[config.mk]
export PLATFORM = sky130hd
export DESIGN_NAME = regfile_alu_sequencer_flat
export DESIGN_NICKNAME = d
export VERILOG_FILES = /design/src/rtl/regfile_alu_sequencer_pkg.sv /design/src/rtl/regfile_alu_sequencer_if.sv /design/src/rtl/regfile_alu_sequencer_alu.sv /design/src/rtl/regfile_alu_sequencer.sv /design/src/flat_wrapper.sv
export SDC_FILE = /design/constraint.sdc
export NUM_CORES = 1
export LEC_CHECK = 0
export ABC_AREA = 0
export CORE_MARGIN = 2
export CORE_UTILIZATION = 52
export DETAILED_ROUTE_END_ITERATION = 8
export PLACE_DENSITY = 0.88
export REMOVE_ABC_BUFFERS = 1
export SLEW_MARGIN = 15
export SYNTH_ARGS = -nofsm -noshare
export SYNTH_HDL_FRONTEND = slang
export SYNTH_SLANG_ARGS = --single-unit
[constraint.sdc]
create_clock -name clock -period 3.3 [get_ports clock]
set_input_delay 0.33 -clock clock [delete_from_list [all_inputs] [get_ports clock]]
set_output_delay 0.33 -clock clock [all_outputs]
set_load 0.01 [all_outputs]
[src/rtl/regfile_alu_sequencer_pkg.sv]
// regfile_alu_sequencer_pkg: shared widths, op-codes and FSM encoding for the sequencer
package regfile_pkg;
  localparam int DATA_W = 18;
  localparam int ADDR_W = 4;
  localparam int NUM_REGS = 9;
  localparam logic [1:0] OP_ADD = 2'b00;
  localparam logic [1:0] OP_SUB = 2'b01;
  localparam logic [1:0] OP_AND = 2'b10;
  localparam logic [1:0] OP_XOR = 2'b11;
  typedef enum logic [2:0] {IDLE, READ, EXEC, WRITE, ERR} state_e;
endpackage

[src/rtl/regfile_alu_sequencer_if.sv]
// regfile_alu_sequencer_if: command handshake and register-file bus of the sequencer
interface regfile_alu_sequencer_if;
  import regfile_pkg::*;
  logic cmd_valid;
  logic cmd_ready;
  logic [1:0] cmd_op;
  logic [ADDR_W-1:0] cmd_rs1;
  logic [ADDR_W-1:0] cmd_rs2;
  logic [ADDR_W-1:0] cmd_rd;
  logic [ADDR_W-1:0] rf_rs1;
  logic [ADDR_W-1:0] rf_rs2;
  logic [DATA_W-1:0] rf_rd1;
  logic [DATA_W-1:0] rf_rd2;
  logic [ADDR_W-1:0] rf_wa;
  logic [DATA_W-1:0] rf_wd;
  logic rf_wren;
  logic done;
  logic err;
  logic [DATA_W-1:0] result;
  logic cy;
  modport slave (
    input cmd_valid, cmd_op, cmd_rs1, cmd_rs2, cmd_rd, rf_rd1, rf_rd2,
    output cmd_ready, rf_rs1, rf_rs2, rf_wa, rf_wd, rf_wren, done, err, result, cy
  );
  modport master (
    output cmd_valid, cmd_op, cmd_rs1, cmd_rs2, cmd_rd, rf_rd1, rf_rd2,
    input cmd_ready, rf_rs1, rf_rs2, rf_wa, rf_wd, rf_wren, done, err, result, cy
  );
endinterface

[src/rtl/regfile_alu_sequencer_alu.sv]
// rf_alu: combinational add/sub/and/xor with carry-out (add) or borrow (sub)
module rf_alu
  import regfile_pkg::*;
(
  input  logic [DATA_W-1:0] a,
  input  logic [DATA_W-1:0] b,
  input  logic [1:0]        op,
  output logic [DATA_W-1:0] y,
  output logic              cy
);
  logic [DATA_W:0] sum;
  logic [DATA_W:0] dif;
  assign sum = {1'b0, a} + {1'b0, b};
  assign dif = {1'b0, a} - {1'b0, b};
  assign y = op == OP_ADD ? sum[DATA_W-1:0] : op == OP_SUB ? dif[DATA_W-1:0] : op == OP_AND ? a & b : a ^ b;
  assign cy = op == OP_ADD ? sum[DATA_W] : op == OP_SUB ? dif[DATA_W] : 1'b0;
endmodule

[src/rtl/regfile_alu_sequencer.sv]
// regfile_alu_sequencer: read two registers, apply the ALU op, write the result back
module regfile_alu_sequencer
  import regfile_pkg::*;
(
  input logic clock,
  input logic reset,
  regfile_alu_sequencer_if.slave bus
);
  state_e state_q, state_d;
  logic [1:0] op_q, op_d;
  logic [ADDR_W-1:0] rd_q, rd_d, rf_rs1_q, rf_rs1_d, rf_rs2_q, rf_rs2_d, rf_wa_q, rf_wa_d;
  logic [DATA_W-1:0] a_q, a_d, b_q, b_d, result_q, result_d, rf_wd_q, rf_wd_d, alu_y;
  logic cy_q, cy_d, done_q, done_d, err_q, err_d, alu_cy, illegal;
  rf_alu u_alu (.a(a_q), .b(b_q), .op(op_q), .y(alu_y), .cy(alu_cy));
  assign illegal = bus.cmd_rs1 >= ADDR_W'(NUM_REGS) || bus.cmd_rs2 >= ADDR_W'(NUM_REGS)
                || bus.cmd_rd >= ADDR_W'(NUM_REGS);
  assign bus.cmd_ready = state_q == IDLE;
  assign bus.rf_wren = state_q == WRITE && !reset;
  assign bus.rf_rs1 = rf_rs1_q;
  assign bus.rf_rs2 = rf_rs2_q;
  assign bus.rf_wa = rf_wa_q;
  assign bus.rf_wd = rf_wd_q;
  assign bus.done = done_q;
  assign bus.err = err_q;
  assign bus.result = result_q;
  assign bus.cy = cy_q;
  // Next-state and datapath: latch on accept, read selects only move for legal commands
  always_comb begin
    state_d = state_q;
    op_d = op_q;
    rd_d = rd_q;
    rf_rs1_d = rf_rs1_q;
    rf_rs2_d = rf_rs2_q;
    rf_wa_d = rf_wa_q;
    rf_wd_d = rf_wd_q;
    a_d = a_q;
    b_d = b_q;
    result_d = result_q;
    cy_d = cy_q;
    done_d = 1'b0;
    err_d = 1'b0;
    case (state_q)
      IDLE: if (bus.cmd_valid) begin
        op_d = bus.cmd_op;
        rd_d = bus.cmd_rd;
        state_d = illegal ? ERR : READ;
        rf_rs1_d = illegal ? rf_rs1_q : bus.cmd_rs1;
        rf_rs2_d = illegal ? rf_rs2_q : bus.cmd_rs2;
      end
      READ: begin
        a_d = bus.rf_rd1;
        b_d = bus.rf_rd2;
        state_d = EXEC;
      end
      EXEC: begin
        result_d = alu_y;
        cy_d = alu_cy;
        rf_wa_d = rd_q;
        rf_wd_d = alu_y;
        state_d = WRITE;
      end
      WRITE: begin
        done_d = 1'b1;
        state_d = IDLE;
      end
      ERR: begin
        done_d = 1'b1;
        err_d = 1'b1;
        state_d = IDLE;
      end
      default: state_d = IDLE;
    endcase
  end
  // State and output registers; reset drops any in-flight command without a done pulse
  always_ff @(posedge clock) begin
    if (reset) begin
      state_q <= IDLE;
      op_q <= '0;
      rd_q <= '0;
      rf_rs1_q <= '0;
      rf_rs2_q <= '0;
      rf_wa_q <= '0;
      rf_wd_q <= '0;
      a_q <= '0;
      b_q <= '0;
      result_q <= '0;
      cy_q <= 1'b0;
      done_q <= 1'b0;
      err_q <= 1'b0;
    end else begin
      state_q <= state_d;
      op_q <= op_d;
      rd_q <= rd_d;
      rf_rs1_q <= rf_rs1_d;
      rf_rs2_q <= rf_rs2_d;
      rf_wa_q <= rf_wa_d;
      rf_wd_q <= rf_wd_d;
      a_q <= a_d;
      b_q <= b_d;
      result_q <= result_d;
      cy_q <= cy_d;
      done_q <= done_d;
      err_q <= err_d;
    end
  end
endmodule

[src/flat_wrapper.sv]
// flat-port wrapper written by rule: the top's interface ports become plain ports
module regfile_alu_sequencer_flat import regfile_pkg::*;
  (clock, reset, bus_cmd_valid, bus_cmd_op, bus_cmd_rs1, bus_cmd_rs2, bus_cmd_rd, bus_rf_rd1, bus_rf_rd2, bus_cmd_ready, bus_rf_rs1, bus_rf_rs2, bus_rf_wa, bus_rf_wd, bus_rf_wren, bus_done, bus_err, bus_result, bus_cy);
  regfile_alu_sequencer_if bus_i ();
  input logic clock;
  input logic reset;
  input wire logic [$bits(bus_i.cmd_valid)-1:0] bus_cmd_valid;
  input wire logic [$bits(bus_i.cmd_op)-1:0] bus_cmd_op;
  input wire logic [$bits(bus_i.cmd_rs1)-1:0] bus_cmd_rs1;
  input wire logic [$bits(bus_i.cmd_rs2)-1:0] bus_cmd_rs2;
  input wire logic [$bits(bus_i.cmd_rd)-1:0] bus_cmd_rd;
  input wire logic [$bits(bus_i.rf_rd1)-1:0] bus_rf_rd1;
  input wire logic [$bits(bus_i.rf_rd2)-1:0] bus_rf_rd2;
  output wire logic [$bits(bus_i.cmd_ready)-1:0] bus_cmd_ready;
  output wire logic [$bits(bus_i.rf_rs1)-1:0] bus_rf_rs1;
  output wire logic [$bits(bus_i.rf_rs2)-1:0] bus_rf_rs2;
  output wire logic [$bits(bus_i.rf_wa)-1:0] bus_rf_wa;
  output wire logic [$bits(bus_i.rf_wd)-1:0] bus_rf_wd;
  output wire logic [$bits(bus_i.rf_wren)-1:0] bus_rf_wren;
  output wire logic [$bits(bus_i.done)-1:0] bus_done;
  output wire logic [$bits(bus_i.err)-1:0] bus_err;
  output wire logic [$bits(bus_i.result)-1:0] bus_result;
  output wire logic [$bits(bus_i.cy)-1:0] bus_cy;
  assign bus_i.cmd_valid = bus_cmd_valid;
  assign bus_i.cmd_op = bus_cmd_op;
  assign bus_i.cmd_rs1 = bus_cmd_rs1;
  assign bus_i.cmd_rs2 = bus_cmd_rs2;
  assign bus_i.cmd_rd = bus_cmd_rd;
  assign bus_i.rf_rd1 = bus_rf_rd1;
  assign bus_i.rf_rd2 = bus_rf_rd2;
  assign bus_cmd_ready = bus_i.cmd_ready;
  assign bus_rf_rs1 = bus_i.rf_rs1;
  assign bus_rf_rs2 = bus_i.rf_rs2;
  assign bus_rf_wa = bus_i.rf_wa;
  assign bus_rf_wd = bus_i.rf_wd;
  assign bus_rf_wren = bus_i.rf_wren;
  assign bus_done = bus_i.done;
  assign bus_err = bus_i.err;
  assign bus_result = bus_i.result;
  assign bus_cy = bus_i.cy;
  regfile_alu_sequencer u_core (.clock(clock), .reset(reset), .bus(bus_i));
endmodule
==> summary.md <==
| Metric | Value |
|---|---|
| Outcome | finished, final reports clean |
| Post-synth top area share | 0.299 |
| Share of cells above drive strength 1 | 0.0613 |
| Die Height | 104 um |
| # resized after CTS | 0 |
| Skew-Pair Late Insertion Delay | 0.37 ns |
| Rel. slew slack | 0.362 |
| Worst-Margin Slew | 0.953 ns |
| Area leader, netlist | dfxtp_1 |
| Routability cong. | 0.890 |
| 1st-iter DRT viols | 304 |
| DR WL/cell | 16.4 um |
| Layout Utilization | 0.655 |
| Total gr overflow | 0 |
| Min Hold Slack | 0.464 ns |
| Syn Inst Count | 700 |
| Final hold vios | 0 |
| WL final | 14.7 mm |
| Synthesized flop and latch total | 78 |
| Post-CTS Hold Buffers | 0 |
| Core Box Area | 0.00977 mm^2 |
| Leakage power | 2.52 nW |
| Placed Cells | 884 |
| GRT Util Overall | 0.274 |
| Top post-synthesis cells by count | nand2_1, a21oi_1, dfxtp_1 |
| CTS tree | built |
| Cts bufs inserted | 9 |
| Post-CTS Setup Bufs | 0 |
| Worst Hold Class | register to register |
| RSZ-0062 raised after global routing | no |
| Initial antenna violation count | 0 |
| CP startpoint kind | register |
| Drt first pass iters | 5 |
| Detailed-placement wirelength estimate | 11.0 mm |
| Routed Antenna Nets | 0 |
| # clock sinks | 78 |
| Slew Limit Fails | 0 |
| Synth async-reset ratio | 0 |
| Post-synthesis sequential area ratio | 0.299 |
| Setup Viol. Count Final | 0 |
| Ys flop type | dfxtp_1 |
| Req. time, crit path | 3.59 ns |
| Post-route insts no fill | 900 |
| Via Count | 5191 |
| Max Fclk | 347 MHz |
| P&R area growth vs syn | 22.5% |
| Io pins | 106 |
| Worst vdd ir | 0.000327 V |
| Inserted Diodes | 0 |
| Htree depth | 3 |
| Crit path max fanout | 3 |
| Nets | 853 |
| Maxcap violations | 0 |
| I/O Buffers | 105 |
| Ys Warns | 0 |
| Number of synthesized flops with an enable pin | 0 |
| Fin crit period | 2.88 ns |
| Synthesized area per cell | 7.47 um^2 |
| Worst-case clock buffer depth | 2 |
| CP Capture Type | register |
| PD cells | 360 mW/mm^2 |
| Critical path class | register to register |
| Fin Clk Skew | 0.0126 ns |
| Sum of negative setup slack | 0 ns |
| DR DRC count | 0 |
| Via density | 5.77 |
| Pin count of the biggest net entering global routing | 50 |
| CTS clk-pin slew, worst paths | 0.09 ns |
| Total power | 2.30 mW |
| Root Buffer | clkbuf_8 |
| Top post-synthesis cells by area | dfxtp_1, nand2_1, ha_1 |
| Final period util | 0.873 |
| Vias in the first global route | 5062 |
| Mapped Area | 0.00523 mm^2 |
| WP data arrival | 3.17 ns |
| Initial Utilization | 0.535 |
| Top-count cell post-synth | nand2_1 |
| Die width | 104 um |
| Library cells used by synthesis | 64 |
| Cell Rows | 36 |
| Die ar. | 0.0109 mm^2 |
| First-pass GRT wire length | 24.3 mm |
cell type report:
| class | instances | area (um^2) |
|---|---|---|
| clock inverters | 6 | 71.3 |
| multi-input cells | 513 | 3170 |
| inverters | 41 | 156 |
| flip-flops and latches | 78 | 1560 |
| well taps | 133 | 166 |
| fillers | 837 | 3370 |
| repair buffers | 119 | 1150 |
| clock buffers | 10 | 128 |
through the flow:
step,area [um^2],setup WS (ns)
final,6400,0.419
after detailed placement,6210,0.531
after global routing,6400,0.248
after global placement,6210,0.587
after CTS,6400,0.508
after floorplan,4880,0.553
logic make-up (layout without fill, tap and decap cells):
group,Yosys count,after routing,share of synthesized area
compound gates,195,195,0.236
xor+xnor,13,13,0.0218
fa+ha+maj,38,38,0.0938
buf+inv,109,176,0.0962
flops,78,78,0.299
mux,24,24,0.0486
simple gates,243,243,0.205
report_power, final:
group | switching [mW] | total (mW) | internal [mW] | leakage [nW]
Combinational | 0.303 | 0.554 | 0.251 | 1.80
Clock | 0.398 | 0.753 | 0.355 | 0.0931
Sequential | 0.0246 | 0.997 | 0.972 | 0.631
Total | 0.726 | 2.30 | 1.58 | 2.52
path summary, 6_finish.rpt:
check,to,slack (ns),from,cells after the start
max,u_core.bus.result[16]$_SDFFE_PP0P_,0.42,u_core.a_q[0]$_SDFFE_PP0P_,10
min,u_core.bus.rf_wa[1]$_SDFFE_PP0P_,0.46,u_core.rd_q[1]$_SDFFE_PP0P_,2
max reg2reg,u_core.bus.result[16]$_SDFFE_PP0P_,0.42,u_core.a_q[0]$_SDFFE_PP0P_,10
min reg2reg,u_core.bus.rf_wa[1]$_SDFFE_PP0P_,0.46,u_core.rd_q[1]$_SDFFE_PP0P_,2
state kept, by name (all words and copies together), names as in the netlist:
name	count
u_core.bus.rf_rs2	4
u_core.b_q	18
u_core.bus.rf_rs1	4
u_core.state_q	3
u_core.bus.done	1
u_core.bus.rf_wa	4
u_core.bus.result	18
u_core.bus.err	1
u_core.rd_q	4
u_core.bus.cy	1
u_core.a_q	18
u_core.op_q	2
critical path: stages, from the launching register on:
cell      delay [ns]
dfxtp_1         0.38
ha_1            0.22
inv_1           0.07
fa_1            0.40
o21ba_2         0.23
nor4_1          0.50
o211a_1         0.28
o31ai_1         0.12
o211ai_1        0.26
a31oi_1         0.12
a211oi_1        0.23
cells in the final DEF (no fill, tap or decap), types with 7 or more instances in the layout:
master	count
a21oi_1	87
clkbuf_8	9
mux2i_1	22
buf_4	14
dfxtp_1	78
inv_1	39
clkdlybuf4s50_1	104
nor3_1	18
o21ai_0	37
nand2_1	135
ha_1	36
nor2_1	45
nand2b_1	7
a221oi_1	8
xnor2_1	11
per-layer routing:
layer / share of wire / wire length [um] / global-route usage / vias to the layer above
li1: - / - / - / 2535
met1: 0.45 / 6640 / 0.356 / 2453
met2: 0.47 / 6910 / 0.457 / 175
met3: 0.062 / 911 / 0.0489 / 28
met4: 0.018 / 268 / 0.0936 / 0
met5: 0 / 0 / 0 / -
No activity file was read; power rests on OpenSTA's default activity.
